### src/rtl/vedic_mac_acc.sv
// vedic_mac_acc: pipelined multiply-accumulate over packets of 32x32 unsigned operand pairs.
//   S1 registers operands, S2 registers the 64-bit vedic_32x32 product, S3 accumulates.
//   One result per packet (in_last marks the final beat), presented via valid/ready.
// Ports:
//   clk, rst                 clock, synchronous active-high reset
//   in_valid/in_ready        operand beat handshake (in_ready = global pipeline enable)
//   in_a, in_b, in_last      operands and end-of-packet marker
//   out_valid/out_ready      result handshake; result held while out_ready is low
//   out_acc                  packet sum of products, modulo 2**ACC_W
//   out_count                beats in the packet, saturating at 2**CNT_W-1
//   out_ovf                  a carry out of ACC_W occurred within the packet

// vedic_32x32: combinational 32x32 unsigned multiplier built from vertical-and-crosswise
// partial products (32 -> 16 -> 8 bit halves).
module vedic_32x32 (
  input  logic [31:0] a,
  input  logic [31:0] b,
  output logic [63:0] p
);

  // 8x8 leaf product
  function automatic logic [15:0] vm8(input logic [7:0] x, input logic [7:0] y);
    return 16'(x) * 16'(y);
  endfunction

  // 16x16 from four 8x8 partial products; crosswise terms summed before shifting
  function automatic logic [31:0] vm16(input logic [15:0] x, input logic [15:0] y);
    logic [15:0] ll, lh, hl, hh;
    logic [16:0] mid;
    ll  = vm8(x[7:0],  y[7:0]);
    lh  = vm8(x[7:0],  y[15:8]);
    hl  = vm8(x[15:8], y[7:0]);
    hh  = vm8(x[15:8], y[15:8]);
    mid = 17'(lh) + 17'(hl);
    return 32'(ll) + (32'(mid) << 8) + (32'(hh) << 16);
  endfunction

  // 32x32 from four 16x16 partial products
  function automatic logic [63:0] vm32(input logic [31:0] x, input logic [31:0] y);
    logic [31:0] ll, lh, hl, hh;
    logic [32:0] mid;
    ll  = vm16(x[15:0],  y[15:0]);
    lh  = vm16(x[15:0],  y[31:16]);
    hl  = vm16(x[31:16], y[15:0]);
    hh  = vm16(x[31:16], y[31:16]);
    mid = 33'(lh) + 33'(hl);
    return 64'(ll) + (64'(mid) << 16) + (64'(hh) << 32);
  endfunction

  always_comb begin
    p = vm32(a, b);
  end

endmodule

module vedic_mac_acc #(
  parameter int unsigned ACC_W = 72,
  parameter int unsigned CNT_W = 8
) (
  input  logic             clk,
  input  logic             rst,
  input  logic             in_valid,
  output logic             in_ready,
  input  logic [31:0]      in_a,
  input  logic [31:0]      in_b,
  input  logic             in_last,
  output logic             out_valid,
  input  logic             out_ready,
  output logic [ACC_W-1:0] out_acc,
  output logic [CNT_W-1:0] out_count,
  output logic             out_ovf
);

  localparam logic [1:0] IDLE  = 2'd0;
  localparam logic [1:0] ACCUM = 2'd1;
  localparam logic [1:0] HOLD  = 2'd2;

  logic             en;
  logic             s1_v, s1_last;
  logic [31:0]      s1_a, s1_b;
  logic             s2_v, s2_last;
  logic [63:0]      s2_p;
  logic [63:0]      prod;

  logic [1:0]       state, state_nx;
  logic [ACC_W-1:0] acc, acc_nx;
  logic [CNT_W-1:0] cnt, cnt_nx;
  logic             ovf, ovf_nx;
  logic             out_valid_nx;
  logic [ACC_W-1:0] out_acc_nx;
  logic [CNT_W-1:0] out_count_nx;
  logic             out_ovf_nx;

  logic [ACC_W:0]   sum;
  logic [CNT_W-1:0] cnt_inc;

  // Whole pipeline freezes while a result waits for downstream
  assign en       = !(out_valid && !out_ready);
  assign in_ready = en;

  vedic_32x32 u_mul (
    .a (s1_a),
    .b (s1_b),
    .p (prod)
  );

  // S1 operand register and S2 product register
  always_ff @(posedge clk) begin
    if (rst) begin
      s1_v    <= 1'b0;
      s1_last <= 1'b0;
      s1_a    <= 32'd0;
      s1_b    <= 32'd0;
      s2_v    <= 1'b0;
      s2_last <= 1'b0;
      s2_p    <= 64'd0;
    end else if (en) begin
      s1_v    <= in_valid;
      s1_last <= in_last;
      s1_a    <= in_a;
      s1_b    <= in_b;
      s2_v    <= s1_v;
      s2_last <= s1_last;
      s2_p    <= prod;
    end
  end

  // Accumulator FSM state and result registers
  always_ff @(posedge clk) begin
    if (rst) begin
      state     <= IDLE;
      acc       <= '0;
      cnt       <= '0;
      ovf       <= 1'b0;
      out_valid <= 1'b0;
      out_acc   <= '0;
      out_count <= '0;
      out_ovf   <= 1'b0;
    end else begin
      state     <= state_nx;
      acc       <= acc_nx;
      cnt       <= cnt_nx;
      ovf       <= ovf_nx;
      out_valid <= out_valid_nx;
      out_acc   <= out_acc_nx;
      out_count <= out_count_nx;
      out_ovf   <= out_ovf_nx;
    end
  end

  // Next-state: acc/cnt/ovf are zero in IDLE and HOLD, so one add path serves
  // first beats, continuing beats and back-to-back packet starts alike.
  always_comb begin
    state_nx     = state;
    acc_nx       = acc;
    cnt_nx       = cnt;
    ovf_nx       = ovf;
    out_valid_nx = out_valid;
    out_acc_nx   = out_acc;
    out_count_nx = out_count;
    out_ovf_nx   = out_ovf;

    sum     = {1'b0, acc} + {1'b0, ACC_W'(s2_p)};
    cnt_inc = (cnt == '1) ? cnt : cnt + CNT_W'(1);

    if (en) begin
      if (s2_v) begin
        if (s2_last) begin
          state_nx     = HOLD;
          out_valid_nx = 1'b1;
          out_acc_nx   = sum[ACC_W-1:0];
          out_count_nx = cnt_inc;
          out_ovf_nx   = ovf | sum[ACC_W];
          acc_nx       = '0;
          cnt_nx       = '0;
          ovf_nx       = 1'b0;
        end else begin
          state_nx     = ACCUM;
          out_valid_nx = 1'b0;
          acc_nx       = sum[ACC_W-1:0];
          cnt_nx       = cnt_inc;
          ovf_nx       = ovf | sum[ACC_W];
        end
      end else if (state == HOLD) begin
        state_nx     = IDLE;
        out_valid_nx = 1'b0;
      end
    end
  end

endmodule
### config.mk
export PLATFORM = sky130hd
export DESIGN_NAME = vedic_mac_acc
export DESIGN_NICKNAME = d
export VERILOG_FILES = /design/src/rtl/vedic_mac_acc.sv
export SDC_FILE = /design/constraint.sdc
export NUM_CORES = 2
export LEC_CHECK = 0
export BUFFER_PORTS_ARGS = -buffer_cell sky130_fd_sc_hd__buf_2
export CAP_MARGIN = 20
export CORE_MARGIN = 1.5
export CORE_UTILIZATION = 53
export DETAILED_ROUTE_END_ITERATION = 8
export GPL_TIMING_DRIVEN = 0
export PLACE_DENSITY = 0.77
export REMOVE_ABC_BUFFERS = 1
export SETUP_SLACK_MARGIN = 0.02
export SLEW_MARGIN = 20
export SYNTH_ARGS = -nofsm -noshare
export SYNTH_HDL_FRONTEND = slang
export SYNTH_SLANG_ARGS = --single-unit
### constraint.sdc
create_clock -name clk -period 29.7 [get_ports clk]
set_clock_uncertainty 0.1 [all_clocks]
set_input_delay 2.97 -clock clk [delete_from_list [all_inputs] [get_ports clk]]
set_output_delay 2.97 -clock clk [all_outputs]
set_load 0.005 [all_outputs]
==> flow_summary.ini <==
[setup_path]
critPathMostFrequentCell = sky130_fd_sc_hd__ha_1
timing.critical_path.buf_inv = 2
crit_path_max_fanout = 33
worst_path_max_delay_cell = sky130_fd_sc_hd__dfxtp_2
type_of_origin_of_the_critical_path = flop
crit_path_max_incr_delay_ns = 0.86
critical_path_arrival_ns = 13.87
crit_family = adder cells
endpoint_type_of_the_worst_setup_path = flop
critical_path_required_ns = 30.09
critPathKind = flop to flop

[sta]
final.period_utilization = 0.454
fin_worst_hold_slack_ns = 0.349
timing.setup.tns_ns = 0
timing_worst_slew_pin_value_ns = 0.953
fin_ws_ns = 16.22
post-route-min-period_ns = 13.48
final_max_slew_viols = 0
report.final.hold_viol_count = 0
clock.fmax_mhz = 74.2
max_slew_margin = 0.363
rsz_0062_raised_after_global_routing = false
setup_viol = 0

[synth]
synth-edff-count = 0
yosysSeqAreaShare = 0.108
synth.mux.area_fraction = 0.000937
synth.distinct_cells = 83
synth_area_leader_cell = sky130_fd_sc_hd__fa_1
ys_top_cells_by_area = sky130_fd_sc_hd__fa_1 26%, sky130_fd_sc_hd__ha_1 17%, sky130_fd_sc_hd__dfxtp_1 11%
postSynthAreaPerCell_um2 = 8.36
synth_compound_gate_area_share = 0.127
synth_fa_ha_area_frac = 0.435
yosys_synthesis_warning_count = 0
yosys_register_bits = 296
combinational_family_with_the_most_area_after_synthesis = adder cells
syn-instance-count = 6550
cell_area_after_technology_mapping_um2 = 54800
yosys_most_used_dff = sky130_fd_sc_hd__dfxtp_1
synth-simple-area-share = 0.182
postSynth.asyncResetShare = 0
synth-xor-area-share = 0.0529
synth_top_area_share = 0.260

[pwr]
power_per_cell_area_nw_per_um2 = 56.7
power_leakage_nw = 29.8
ir_drop_uv = 73.7
finalPower_mw = 3.31

[clocking]
cts-root-to-sink-buffers = 3
htree_levels = 2
worstSkewPairLatency_ns = 0.62
clkSlewWorstSetupHoldPaths_ns = 0.06
clkSinkCount = 296
cts_buf_count = 35
hold_fix_buffer_count_after_cts = 0
post-cts-setup-buffer-count = 0
clock_tree.root_cell = sky130_fd_sc_hd__clkbuf_16
post_cts_resized = 0
cts_tree = built

[die]
initial_utilization = 0.536
io-pin-count = 152
fp.dieArea_um2 = 105000
floorplan.die.height_um = 324
placeableCoreArea_um2 = 102000
rows = 117
die_width_um = 324

[grt]
grt_max_degree = 100
number_of_global_route_vias_before_repair = 45700
grt_antenna_before_repair = 2
global_route_usage_over_all_layers = 0.266
grt_pass1_wl_um = 231000
globalRoute.totalOverflow = 0

[routing]
wl_per_cell_um = 17.6
remaining_drc_errors = 0
drt_iter0_drc = 2840
number_of_vias_in_the_routed_layout = 44200
routed_via_density = 5.62
firstDrtPassIters = 6
drt.antenna.violating_nets = 0
wirelength_um = 138000

[placed_design]
port-buffer-count = 151
dp_wirelength_um = 107000
place_congestion = 0.927
postPlaceCellArea_um2 = 57300
detailedPlace.worstSlack_ns = 16.46
place_inst = 7799

[finish]
layout.cells.non_filler = 7861
layout.core_utilization = 0.571
area_growth_syn_to_layout_pct = 6.57
fillerInstances = 9014
insertedDiodeCount = 0
final_cell_area_um2 = 58400
num-nets-final = 8015
final_layout_size_suffix_gt1_frac = 0.0559

[outcome]
outcome = finished clean

[flow_run]
cap_violations = 0

[worst_hold_path]
worst_min_path_class = flop to flop
## cell type report
class                   count  area, µm²  share of cell area
repair buffers            199       1850              0.0317
clock inverters            14        136             0.00234
inverters                1037       3900              0.0668
clock buffers              48        975              0.0167
flip-flops and latches    296       6010               0.103
multi-input cells        4899      43800               0.750
well taps                1368       1710              0.0293
## layer usage
layer / vias up / track usage / routed length (µm)
li1: 20900 / - / -
met3: 271 / 0.0339 / 8690
met2: 1438 / 0.458 / 65700
met1: 21700 / 0.339 / 58100
met5: - / 0 / 12
met4: 2 / 0.104 / 5880
## kinds of logic (layout without fill, tap and decap cells)
family / Yosys count / in the layout
adders and majority gates: 1478 / 1478
and+or+nand+nor: 2005 / 2005
AOI/OAI and AO/OA: 1080 / 1080
xor gates and xnor gates: 331 / 331
DFF: 296 / 296
muxes: 5 / 5
buffers and inverters: 1355 / 1298
## worst register-to-register path: cells and delay by family (launching register included)
| kind | cells | cell delay [ns] |
|---|---|---|
| xor gates and xnor gates | 4 | 0.98 |
| and+or+nand+nor | 7 | 2.08 |
| adders and majority gates | 13 | 5.10 |
| buffers and inverters | 2 | 0.12 |
| DFF | 1 | 0.86 |
| AOI/OAI and AO/OA | 19 | 4.12 |
## state kept, by name (all words and copies together), names as in the netlist
register and count:
acc 72, cnt 8, out_acc 72, out_count 8, out_ovf 1, out_valid 1, ovf 1, s1_a 32
s1_b 32, s1_last 1, s1_v 1, s2_last 1, s2_p 64, s2_v 1, state 1
## final timing paths
kind | start | endpoint | slack [ns] | cells after the start
worst max register to register | s1_a[17] | s2_p[52] | 16.22 | 45
worst min register to register | out_count[0] | out_count[0] | 0.35 | 2
worst max-delay path | s1_a[17] | s2_p[52] | 16.22 | 45
worst min-delay path | out_count[0] | out_count[0] | 0.35 | 2
## synth_stat cells, types with 5 or more instances
| cell type | count |
|---|---|
| sky130_fd_sc_hd__nand3b_1 | 15 |
| sky130_fd_sc_hd__a211oi_1 | 32 |
| sky130_fd_sc_hd__xnor2_1 | 214 |
| sky130_fd_sc_hd__or2_2 | 10 |
| sky130_fd_sc_hd__nand4_1 | 37 |
| sky130_fd_sc_hd__a22oi_1 | 40 |
| sky130_fd_sc_hd__a211o_1 | 5 |
| sky130_fd_sc_hd__ha_1 | 766 |
| sky130_fd_sc_hd__or4_1 | 9 |
| sky130_fd_sc_hd__and2_1 | 653 |
| sky130_fd_sc_hd__xor2_1 | 117 |
| sky130_fd_sc_hd__clkbuf_1 | 294 |
| sky130_fd_sc_hd__o31ai_1 | 9 |
| sky130_fd_sc_hd__nand2b_1 | 35 |
| sky130_fd_sc_hd__nor2_1 | 234 |
| sky130_fd_sc_hd__a221oi_1 | 5 |
| sky130_fd_sc_hd__a22o_1 | 89 |
| sky130_fd_sc_hd__o21ba_2 | 5 |
| sky130_fd_sc_hd__nand2_1 | 765 |
| sky130_fd_sc_hd__nor2b_1 | 42 |
| sky130_fd_sc_hd__nand3_1 | 61 |
| sky130_fd_sc_hd__a31o_2 | 6 |
| sky130_fd_sc_hd__o211ai_1 | 15 |
| sky130_fd_sc_hd__nor4_1 | 10 |
| sky130_fd_sc_hd__inv_1 | 1036 |
| sky130_fd_sc_hd__o31a_1 | 9 |
| sky130_fd_sc_hd__or3_1 | 28 |
| sky130_fd_sc_hd__nor3b_1 | 7 |
| sky130_fd_sc_hd__a31oi_1 | 29 |
| sky130_fd_sc_hd__o21bai_1 | 43 |
| sky130_fd_sc_hd__buf_1 | 17 |
| sky130_fd_sc_hd__dfxtp_1 | 296 |
| sky130_fd_sc_hd__and3_1 | 24 |
| sky130_fd_sc_hd__a21o_1 | 127 |
| sky130_fd_sc_hd__and4_1 | 6 |
| sky130_fd_sc_hd__o21a_1 | 32 |
| sky130_fd_sc_hd__o21ai_0 | 192 |
| sky130_fd_sc_hd__a21oi_1 | 365 |
| sky130_fd_sc_hd__a21boi_0 | 20 |
| sky130_fd_sc_hd__a311oi_1 | 5 |
| sky130_fd_sc_hd__fa_1 | 712 |
| sky130_fd_sc_hd__nor3_1 | 58 |
## placed cells by master, fill, tap and decap left out, types with 20 or more instances in the layout
master                      count
sky130_fd_sc_hd__inv_1       1036
sky130_fd_sc_hd__ha_1         766
sky130_fd_sc_hd__nand2_1      764
sky130_fd_sc_hd__fa_1         712
sky130_fd_sc_hd__and2_1       652
sky130_fd_sc_hd__a21oi_1      364
sky130_fd_sc_hd__nor2_1       232
sky130_fd_sc_hd__dfxtp_1      231
sky130_fd_sc_hd__xnor2_1      214
sky130_fd_sc_hd__o21ai_0      192
sky130_fd_sc_hd__buf_2        150
sky130_fd_sc_hd__a21o_1       127
sky130_fd_sc_hd__xor2_1       117
sky130_fd_sc_hd__a22o_1        89
sky130_fd_sc_hd__dfxtp_2       65
sky130_fd_sc_hd__nand3_1       61
sky130_fd_sc_hd__nor3_1        57
sky130_fd_sc_hd__o21bai_1      43
sky130_fd_sc_hd__nor2b_1       41
sky130_fd_sc_hd__a22oi_1       40
sky130_fd_sc_hd__nand4_1       37
sky130_fd_sc_hd__nand2b_1      35
sky130_fd_sc_hd__clkbuf_16     35
sky130_fd_sc_hd__o21a_1        32
sky130_fd_sc_hd__a211oi_1      32
sky130_fd_sc_hd__a31oi_1       29
sky130_fd_sc_hd__or3_1         28
sky130_fd_sc_hd__and3_1        24
sky130_fd_sc_hd__buf_12        24
sky130_fd_sc_hd__buf_16        21
sky130_fd_sc_hd__a21boi_0      20
## power by group
part	switching [mW]	internal [mW]	leakage [nW]
registers	0.0650	0.446	2.44
logic	1.40	0.974	26.8
clock network	0.196	0.234	0.533
total	1.66	1.65	29.8
No activity file was read; power rests on OpenSTA's default activity.
